**src/rtl/float_signed_round_pipe.sv**
```systemverilog
// float_signed_round_pipe: converts an unbiased FloatSigned operand to a packed IEEE-style Float
// through a two-stage valid/ready pipeline, rounding to nearest-even with per-result and sticky flags.
module float_signed_round_pipe #(
    parameter int SIGNED_EXP  = 6,
    parameter int SIGNED_FRAC = 14,
    parameter int EXP         = 5,
    parameter int FRAC        = 10
) (
    input  logic                   clock,
    input  logic                   reset,
    input  logic                   in_valid,
    output logic                   in_ready,
    input  logic                   in_sign,
    input  logic                   in_isInf,
    input  logic                   in_isZero,
    input  logic [SIGNED_EXP-1:0]  in_exponent,
    input  logic [SIGNED_FRAC-1:0] in_fraction,
    output logic                   out_valid,
    input  logic                   out_ready,
    output logic [EXP+FRAC:0]      out_data,
    output logic                   out_inexact,
    output logic                   out_overflow,
    output logic                   out_underflow,
    input  logic                   flag_clear,
    output logic                   sticky_inexact,
    output logic                   sticky_overflow,
    output logic                   sticky_underflow
);
    localparam int EW = (SIGNED_EXP > EXP ? SIGNED_EXP : EXP) + 2;
    localparam int AW = FRAC + 2;
    localparam int WW = SIGNED_FRAC + 1 + AW;
    localparam logic signed [EW-1:0] BIAS = EW'((1 << (EXP - 1)) - 1);
    localparam logic signed [EW-1:0] EMAX = EW'((1 << EXP) - 1);
    localparam logic signed [EW-1:0] ONE  = EW'(1);
    localparam logic signed [EW-1:0] SMAX = EW'(AW);

    logic                 s1Valid, s1Sign, s1Inf, s1Zero, s1Sticky;
    logic signed [EW-1:0] s1Exp;
    logic [AW-1:0]        s1Align;
    logic                 s2Valid, advance;
    logic signed [EW-1:0] biasedExp, rawShift, shiftAmt, resExp;
    logic [WW-1:0]        shifted;
    logic [FRAC+1:0]      rounded;
    logic                 roundUp, inexact, overflow;
    logic [EXP+FRAC:0]    nextData;
    logic                 nextInexact, nextOverflow, nextUnderflow, fire;

    assign advance   = !s2Valid || out_ready;
    assign in_ready  = !reset && (!s1Valid || advance);
    assign out_valid = s2Valid;
    assign fire      = s2Valid && out_ready;

    // Denormal inputs shift right past the hidden bit; the wide zero tail keeps every shifted-out bit for sticky.
    always_comb begin
        biasedExp = {{(EW-SIGNED_EXP){in_exponent[SIGNED_EXP-1]}}, in_exponent} + BIAS;
        rawShift  = (biasedExp < ONE) ? ONE - biasedExp : '0;
        shiftAmt  = (rawShift > SMAX) ? SMAX : rawShift;
        shifted   = {1'b1, in_fraction, {AW{1'b0}}} >> shiftAmt;
    end

    // Carry out of the rounded mantissa, or a denormal growing a hidden bit, bumps the exponent.
    always_comb begin
        roundUp       = s1Align[0] && (s1Sticky || s1Align[1]);
        rounded       = {1'b0, s1Align[AW-1:1]} + {{(FRAC+1){1'b0}}, roundUp};
        resExp        = s1Exp + {{(EW-1){1'b0}}, rounded[FRAC+1] || (!s1Align[AW-1] && rounded[FRAC])};
        inexact       = s1Align[0] || s1Sticky;
        overflow      = resExp >= EMAX;
        nextData      = s1Inf ? {s1Sign, {EXP{1'b1}}, {FRAC{1'b0}}} :
                        s1Zero ? {s1Sign, {(EXP+FRAC){1'b0}}} :
                        overflow ? {s1Sign, {EXP{1'b1}}, {FRAC{1'b0}}} :
                        {s1Sign, resExp[EXP-1:0], rounded[FRAC-1:0]};
        nextInexact   = !s1Inf && !s1Zero && (overflow || inexact);
        nextOverflow  = !s1Inf && !s1Zero && overflow;
        nextUnderflow = !s1Inf && !s1Zero && !overflow && inexact && (resExp == '0);
    end

    always_ff @(posedge clock) begin
        if (reset) begin
            s1Valid          <= 1'b0;
            s1Sign           <= 1'b0;
            s1Inf            <= 1'b0;
            s1Zero           <= 1'b0;
            s1Sticky         <= 1'b0;
            s1Exp            <= '0;
            s1Align          <= '0;
            s2Valid          <= 1'b0;
            out_data         <= '0;
            out_inexact      <= 1'b0;
            out_overflow     <= 1'b0;
            out_underflow    <= 1'b0;
            sticky_inexact   <= 1'b0;
            sticky_overflow  <= 1'b0;
            sticky_underflow <= 1'b0;
        end else begin
            if (in_ready) begin
                s1Valid <= in_valid;
                if (in_valid) begin
                    s1Sign   <= in_sign;
                    s1Inf    <= in_isInf;
                    s1Zero   <= in_isZero;
                    s1Exp    <= (biasedExp < ONE) ? '0 : biasedExp;
                    s1Align  <= shifted[WW-1 -: AW];
                    s1Sticky <= |shifted[WW-AW-1:0];
                end
            end
            if (advance) begin
                s2Valid <= s1Valid;
                if (s1Valid) begin
                    out_data      <= nextData;
                    out_inexact   <= nextInexact;
                    out_overflow  <= nextOverflow;
                    out_underflow <= nextUnderflow;
                end
            end
            sticky_inexact   <= (fire && out_inexact) || (sticky_inexact && !flag_clear);
            sticky_overflow  <= (fire && out_overflow) || (sticky_overflow && !flag_clear);
            sticky_underflow <= (fire && out_underflow) || (sticky_underflow && !flag_clear);
        end
    end
endmodule
```
**config.mk**
```make
export PLATFORM = sky130hd
export DESIGN_NAME = float_signed_round_pipe
export DESIGN_NICKNAME = d
export VERILOG_FILES = /design/src/rtl/float_signed_round_pipe.sv
export SDC_FILE = /design/constraint.sdc
export NUM_CORES = 1
export LEC_CHECK = 0
export CAP_MARGIN = 15
export CORE_MARGIN = 5
export CORE_UTILIZATION = 55
export CTS_BUF_LIST = sky130_fd_sc_hd__clkbuf_8
export CTS_CLUSTER_SIZE = 28
export DETAILED_ROUTE_END_ITERATION = 6
export GPL_TIMING_DRIVEN = 0
export PLACE_DENSITY = 0.83
export REMOVE_ABC_BUFFERS = 1
export SYNTH_ARGS = -nofsm -noshare
export SYNTH_HDL_FRONTEND = slang
export SYNTH_SLANG_ARGS = --single-unit
```
**constraint.sdc**
```tcl
create_clock -name clock -period 5.2 [get_ports clock]
set_clock_uncertainty 0.05 [all_clocks]
set_input_delay 1.04 -clock clock [delete_from_list [all_inputs] [get_ports clock]]
set_output_delay 1.04 -clock clock [all_outputs]
set_load 0.005 [all_outputs]
```
### Yosys cells after proc, flatten, opt, wreduce, memory -nomap -nowiden

Cells that the tools add are included.

| operators by class | value |
|---|---|
| reduce and logical (&&, ||, !) cells | 37 |
| add/sub/neg operators | 4 |
| multiplexer cells | 6 |
| shift operators | 1 |
| magnitude comparators | 3 |

Operators with widths:

| operator | count |
|---|---|
| $mux W15 | 3 |
| $shr A27 B8 Y27 | 1 |
| $mux W8 | 3 |
| $logic_and A1 B1 Y1 | 16 |
| $reduce_or A15 Y1 | 1 |
| $add A11 B1 Y12 | 1 |
| $logic_or A1 B1 Y1 | 9 |
| $add A8 B1 Y8 | 1 |
| $ge A8 B6 Y1 const B | 1 |
| $gt A8 B5 Y1 const B | 1 |
| $logic_not A1 Y1 | 8 |
| $logic_not A8 Y1 | 1 |
| $sub A2 B7 Y8 const A | 1 |
| $add A6 B5 Y7 const B | 1 |
| $lt A7 B2 Y1 const B | 1 |
| $reduce_and A2 Y1 | 2 |

| word-level totals | value |
|---|---|
| bits of input ports | 28 |
| flip-flop bits (word level) | 48 |
| output and inout bits | 24 |
| word-level logic and storage cells | 66 |

### Depth between registers and ports, before layout

Gate-level depths: netlist of run 1.

| depth | value |
|---|---|
| depth after elaboration | 11 |
| mapped depth | 18 |

### Worst setup path after synthesis of run 1

OpenSTA, ideal clock, no wires.

| timing | value |
|---|---|
| path kind | input to register |
| from | input port in_exponent[0] |
| to | register s1Sticky |
| required time | 5.018 ns |
| setup slack | 1.140 ns |
| library setup time | 0.132 ns |
| cell stages on the path | 13 |
| data arrival time | 3.878 ns |
| path through | inv_1 > ha_1 > or3b_1 > o31ai_4 > o311a_1 > buf_6 > mux2i_1 > nor2_1 > or2_2 > a2bb2oi_1 > or4b_1 > o41ai_1 > a211oi_1 |

| between the ends | value |
|---|---|
| longest elaborated chain between the ends | 7 |
| elaborated cells between the ends (all ways) | 8 |
| those cells by class | add/sub (2); order compare (2); shift (1); mux (2); reduce/logical (1) |

Ends and longest elaborated chain:

| item | RTL line | source |
|---|---|---|
| start: declaration | 16 | `input logic [SIGNED_EXP-1:0] in_exponent,` |
| $add A6 B5 Y7 (*) | 55 | `biasedExp = {{(EW-SIGNED_EXP){in_exponent[SIGNED_EXP-1]}}, in_exponent} + BIAS;` |
| $sub A2 B7 Y8 or $lt A7 B2 Y1 (tied branches) | 56 | `rawShift = (biasedExp < ONE) ? ONE - biasedExp : '0;` |
| $mux W8 (*) | 56 |  |
| $gt A8 B5 Y1 | 57 | `shiftAmt = (rawShift > SMAX) ? SMAX : rawShift;` |
| $mux W8 (*) | 57 |  |
| $shr A27 B8 Y27 (*) | 58 | `shifted = {1'b1, in_fraction, {AW{1'b0}}} >> shiftAmt;` |
| $reduce_or A15 Y1 (*) | 103 | `s1Sticky <= \|shifted[WW-AW-1:0];` |
| end signal: assignment | 103 |  |
| end: declaration | 37 | `logic s1Valid, s1Sign, s1Inf, s1Zero, s1Sticky;` |

Mark *: on every way between the ends. The rest lies on a longest branch, timed or not.
A chain may end at the register's enable or synchronous reset.

### Final worst setup path of run 1

Same ends and word-level chain as after synthesis.

==> flow_summary.toml, run 1 <==
[status]
run_status = "finished clean"

[worst_setup_path]
reg2reg_slack_ns = 1.34
r2r_start = "s1Sticky$_SDFFE_PP0P_"
start_kind = "input pin"
critPathCapture = "s1Sticky$_SDFFE_PP0P_"
crit_buf_inv = 2
path_max_fanout = 15
r2r_end = "out_data[7]$_SDFFE_PP0P_"
critPathKind = "input pin to flop"
required_ns = 5.33
crit_chain = "clkdlybuf4s50_1, inv_1, ha_1, or3b_1, o31ai_4, o311a_1, nand2_4, mux2i_1, o22ai_1, or4b_1, o41ai_1, a211oi_1"
critPathLaunch = "in_exponent[0]"
path_delay_family = "compound AO/OA/AOI/OAI gates"
slowest_stage = "clkdlybuf4s50_1"
critPathMaxStageDelay_ns = 0.67
arrival_ns = 5.14
path_depth = 12
rr_worst_depth = 16
end_kind = "flop"

[routing]
viasPerCell = 5.95
drtPass1Iterations = 5
routed_wl_mm = 7.05
post-route-drc-count = 0
ant_nets = 0
wire_per_inst_um = 14.6
num_vias = 2880
drtIter0Drc = 157

[layout]
top_regs = "out_data x16, s1Align x12, s1Exp x7"
drive_gt1_frac = 0.0801
fin_util = 0.674
largest_reg_flops = 16
regMostFlops = "out_data"
layout.cells.non_filler = 484
nNetsFinal = 446
syn_to_final_growth_pct = 20.8
design_area_mm2 = 0.00364
diodes = 0

[synth]
synth_edf_count = 0
async_reset_ff_frac = 0
ys_types = 62
yosys_warnings = 0
ys_seq_elements = 47
syn_area_mm2 = 0.00302
yosysSeqAreaShare = 0.312
avgSynthCellArea_um2 = 8.06
synth_cells = 374
ys.flop_type = "dfxtp_1"

[clock_tree]
cts-root-buf = "clkbuf_8"
clock-sinks = 47
cts.repair.resized = 0
numCtsBuffers = 5
clk_pin_slew_worst_paths_ns = 0.08
cts_tree = "yes"
clock_latency_ns = 0.30
post_cts_buffers = 0
clockBufferDepth = 2
cts.hold.buffers_added = 0
cts_htree_levels = 2

[place]
dp_cells = 477
placed_area_mm2 = 0.00353
portBuffers = 51
gp_congestion = 0.919
dp_hpwl_mm = 5.29
dpl_worst_slack_ns = -0.152

[global_routing]
grt.total_usage = 0.193
grt_pass1_wl_mm = 11.7
antenna_found_initial = 0
grt_overflow_total = 0
first_global_vias = 2613
grt_max_degree = 30

[sta]
max_clock_freq_mhz = 199
hold_ws_ns = 0.405
finalMaxSlewViolations = 0
tightest_slew_ns = 0.780
setup_viol = 0
finalWorstSetupSlack_ns = 0.187
relSlewSlack = 0.480
finalCritPeriodShare = 0.964
finalCriticalPeriod_ns = 5.01
hold_viol = 0
rsz0062_at_grt = "false"
setup_tns_ns = 0

[power_and_ir_drop]
internal_power_mw = 0.629
seq_power_share = 0.445
switching_share = 0.296
power_density_mw_per_mm2 = 245
vdd_drop_max_mv = 0.125
pwr-share-comb = 0.269
leakagePower_nw = 1.44
power_frac_clock = 0.286
power_mw = 0.893
p_sw_mw = 0.264

[die]
die_y_um = 84.0
die_w_um = 84.0
ioPinCount = 52
fp-row-count = 27
fp.dieArea_mm2 = 0.00706
initial_utilization = 0.558
core_mm2 = 0.00541

[flow_run]
maxCapViolations = 0

[min_path]
hp-class = "flop to flop"
-- cells in the final DEF, fill, tap and decap left out, drive strengths merged, types with 5 or more instances in the layout --
cell type       n
a22oi          20
a211oi          7
xor2            8
nor4            5
clkdlybuf4s50  51
xnor2          10
ha              6
clkbuf          5
o21ai          19
mux2            9
mux2i          13
o31ai           5
and3            5
a21oi          18
inv             8
nor3           12
nand2          35
nor2           53
dfxtp          47
nand3           9
o22ai           7
-- power by group through the flow --
| stage | Sequential, mW | Clock, mW | Combinational [mW] |
|---|---|---|---|
| finish | 0.398 | 0.255 | 0.240 |
| global route | 0.400 | 0.280 | 0.263 |
| CTS | 0.397 | 0.261 | 0.237 |
| detailed placement | 0.406 | 0 | 0.235 |
| global placement | 0.404 | 0 | 0.229 |
| floorplan | 0.402 | 0 | 0.156 |
-- layer usage --
layer / vias up / part of all wire / track usage
met5: - / 0 / 0
met4: 0 / 0.021 / 0.0643
met3: 16 / 0.058 / 0.0355
met2: 92 / 0.47 / 0.344
met1: 1332 / 0.45 / 0.232
li1: 1440 / - / -
-- worst min-delay path, delay by kind of cell, from the launching register on --
kind,cells,cell delay [ns]
compound gates,1,0.05
simple gates,1,0.05
flops,1,0.31
-- cells in the mapped netlist, types with 9 or more instances --
cell,instances,area (um^2)
nand2_1,33,124
o21ai_0,18,90.1
dfxtp_1,47,941
a22oi_1,20,150
mux2i_1,13,130
nor3_1,12,60.1
a21oi_1,18,90.1
clkbuf_1,17,63.8
xnor2_1,10,87.6
nor2_1,53,199
nand3_1,9,45.0
mux2_2,9,101
-- cells by family after synthesis --
family	count (synthesis)	share of synthesized area
flops	47	0.312
xor+xnor	18	0.0523
mux	22	0.0768
simple gates	147	0.243
compound gates	103	0.241
fa+ha+maj	7	0.0282
buf+inv	30	0.0465
-- cell type report --
class	count	area (um^2)
inverter	8	30.0
fill	472	1760
tap	72	90.1
clock inverter	2	37.5
sequential	47	941
clock buffer	5	68.8
multi-input combinational	297	1940
timing repair buffer	53	531
-- worst min-delay path by stage --
stage / from / end / slack (ns) / cells past startpoint
4_1_cts: out_data[15]$_SDFFE_PP0P_ / out_data[15]$_SDFFE_PP0P_ / 0.41 / 2
3_5_place_dp: out_data[15]$_SDFFE_PP0P_ / out_data[15]$_SDFFE_PP0P_ / 0.40 / 2
6_report: out_data[15]$_SDFFE_PP0P_ / out_data[15]$_SDFFE_PP0P_ / 0.40 / 2
5_1_grt: s1Sign$_SDFFE_PP0P_ / out_data[15]$_SDFFE_PP0P_ / 0.44 / 2
2_1_floorplan: s1Sign$_SDFFE_PP0P_ / out_data[15]$_SDFFE_PP0P_ / 0.38 / 2
3_3_place_gp: out_data[15]$_SDFFE_PP0P_ / out_data[15]$_SDFFE_PP0P_ / 0.39 / 2
Power figures use the tool's default switching activity.
==> run 2, diff against run 1 <==
--- a/config.mk
+++ b/config.mk
@@ -13,6 +13,7 @@
 export DETAILED_ROUTE_END_ITERATION = 6
 export GPL_TIMING_DRIVEN = 0
 export PLACE_DENSITY = 0.83
+export RECOVER_POWER = 100
 export REMOVE_ABC_BUFFERS = 1
 export SYNTH_ARGS = -nofsm -noshare
 export SYNTH_HDL_FRONTEND = slang
==> run 2 against run 1 <==
  * Wire length fell by 0.85%
  * Clock power hardly changed
  * Cell area down 0.31%
  * Sequential share of layout area grew 0.080 points
  * Register-to-register slack got worse by 0.37 ns
  * Die area unchanged
  * Final cell count stayed put
  * Worst setup slack better by 0.0081 ns
  * Clock-buffer cell count is the same
  * Critical path type unchanged
  * Largest power group unchanged
==> flow_summary.toml, run 2 (synthesized netlist as in run 1, its figures left out) <==
[routing]
num_vias = 2852
wire_per_inst_um = 14.4
drtIter0Drc = 146
ant_nets = 0
viasPerCell = 5.89
drtPass1Iterations = 4
routed_wl_mm = 6.99
post-route-drc-count = 0

[global_routing]
grt_pass1_wl_mm = 11.7
antenna_found_initial = 0
first_global_vias = 2613
grt.total_usage = 0.193
grt_overflow_total = 0
grt_max_degree = 30

[power_and_ir_drop]
vdd_drop_max_mv = 0.129
power_mw = 0.888
leakagePower_nw = 1.51
power_density_mw_per_mm2 = 245

[worst_setup_path]
end_kind = "flop"
start_kind = "input pin"
arrival_ns = 5.13
critPathKind = "input pin to flop"
path_max_fanout = 15
required_ns = 5.33

[layout]
multiInputGateArea_mm2 = 0.00193
layout.cells.non_filler = 484
drive_gt1_frac = 0.0728
seqCellArea_um2 = 941
final_cell_mix = "53 x nor2_1, 47 x dfxtp_1, 33 x nand2_1"
regMostFlops = "out_data"
layout_commonest_cell = "nor2_1"
top_regs = "out_data x16, s1Align x12, s1Exp x7"
syn_to_final_growth_pct = 20.4
nNetsFinal = 446
design_area_mm2 = 0.00363
largest_reg_flops = 16
diodes = 0
n_fill_cell = 477

[die]
die_y_um = 84.0
fp.dieArea_mm2 = 0.00706
ioPinCount = 52
die_w_um = 84.0
fp-row-count = 27
core_mm2 = 0.00541
initial_utilization = 0.558

[sta]
finalCritPeriodShare = 0.963
hold_viol = 0
rsz0062_at_grt = "false"
finalCriticalPeriod_ns = 5.01
relSlewSlack = 0.499
hold_ws_ns = 0.402
finalMaxSlewViolations = 0
tightest_slew_ns = 0.752
setup_viol = 0
finalWorstSetupSlack_ns = 0.195
max_clock_freq_mhz = 200

[clock_tree]
cts.hold.buffers_added = 0
numCtsBuffers = 5
cts-root-buf = "clkbuf_8"
clock_latency_ns = 0.30
clk_pin_slew_worst_paths_ns = 0.08
clockBufferDepth = 2
cts_tree = "yes"
cts_htree_levels = 2
clock-sinks = 47

[place]
dp_cells = 477
dp_hpwl_mm = 5.29
portBuffers = 51
placed_area_mm2 = 0.00353
gp_congestion = 0.919
dpl_worst_slack_ns = -0.152

[status]
run_status = "finished clean"

[flow_run]
maxCapViolations = 0

[min_path]
hp-class = "flop to flop"
run 2: worst max-delay path, cell delays in order:
cell	delay, ns
clkdlybuf4s50_1	0.67
inv_1	0.15
ha_1	0.48
or3b_1	0.43
o31ai_4	0.30
o311a_1	0.40
nand2_4	0.21
mux2i_1	0.32
o22ai_1	0.17
or4b_1	0.53
o41ai_1	0.31
a211oi_1	0.11
run 2: cell type report:
cell class | count | area share
Clock inverter | 2 | 0.0103
Multi-Input combinational cell | 297 | 0.533
Clock buffer | 5 | 0.0190
Sequential cell | 47 | 0.259
Timing Repair Buffer | 53 | 0.146
Tap cell | 72 | 0.0248
Inverter | 8 | 0.00827
run 2: path summary, 6_finish.rpt:
check / from / endpoint / slack (ns) / cells after the start
setup / recovery: in_exponent[0] / s1Sticky$_SDFFE_PP0P_ / 0.19 / 12
hold / removal: out_data[15]$_SDFFE_PP0P_ / out_data[15]$_SDFFE_PP0P_ / 0.40 / 2
setup reg to reg: s1Sticky$_SDFFE_PP0P_ / out_data[7]$_SDFFE_PP0P_ / 0.97 / 16
hold reg to reg: out_data[15]$_SDFFE_PP0P_ / out_data[15]$_SDFFE_PP0P_ / 0.40 / 2
run 2: stage by stage:
step / utilization / setup TNS [ns]
floorplan: - / 0
global placement: 0.649 / -0.960
detailed placement: 0.653 / -0.152
CTS: 0.673 / 0
global route: 0.672 / 0
finish: 0.672 / 0
run 2: where the power goes:
group	switching (mW)	internal, mW	total, mW
clock network	0.115	0.140	0.255
registers	0.0185	0.379	0.397
logic	0.129	0.107	0.236
run 2: per-layer routing:
metal / global-route usage / vias to the layer above / routed length [um]
li1: - / 1445 / -
met2: 0.344 / 85 / 3310
met5: 0 / - / 0
met3: 0.0355 / 11 / 376
met4: 0.0643 / 0 / 85
met1: 0.232 / 1311 / 3220
run 2: repair_timing:
| item | 4_1_cts | 5_1_grt |
|---|---|---|
| endpoints found under the setup margin | 0 | 1 |
| setup buffers | 0 | 0 |
| endpoints found under the hold margin | 0 | 0 |
| gates resized for setup | 0 | 1 |
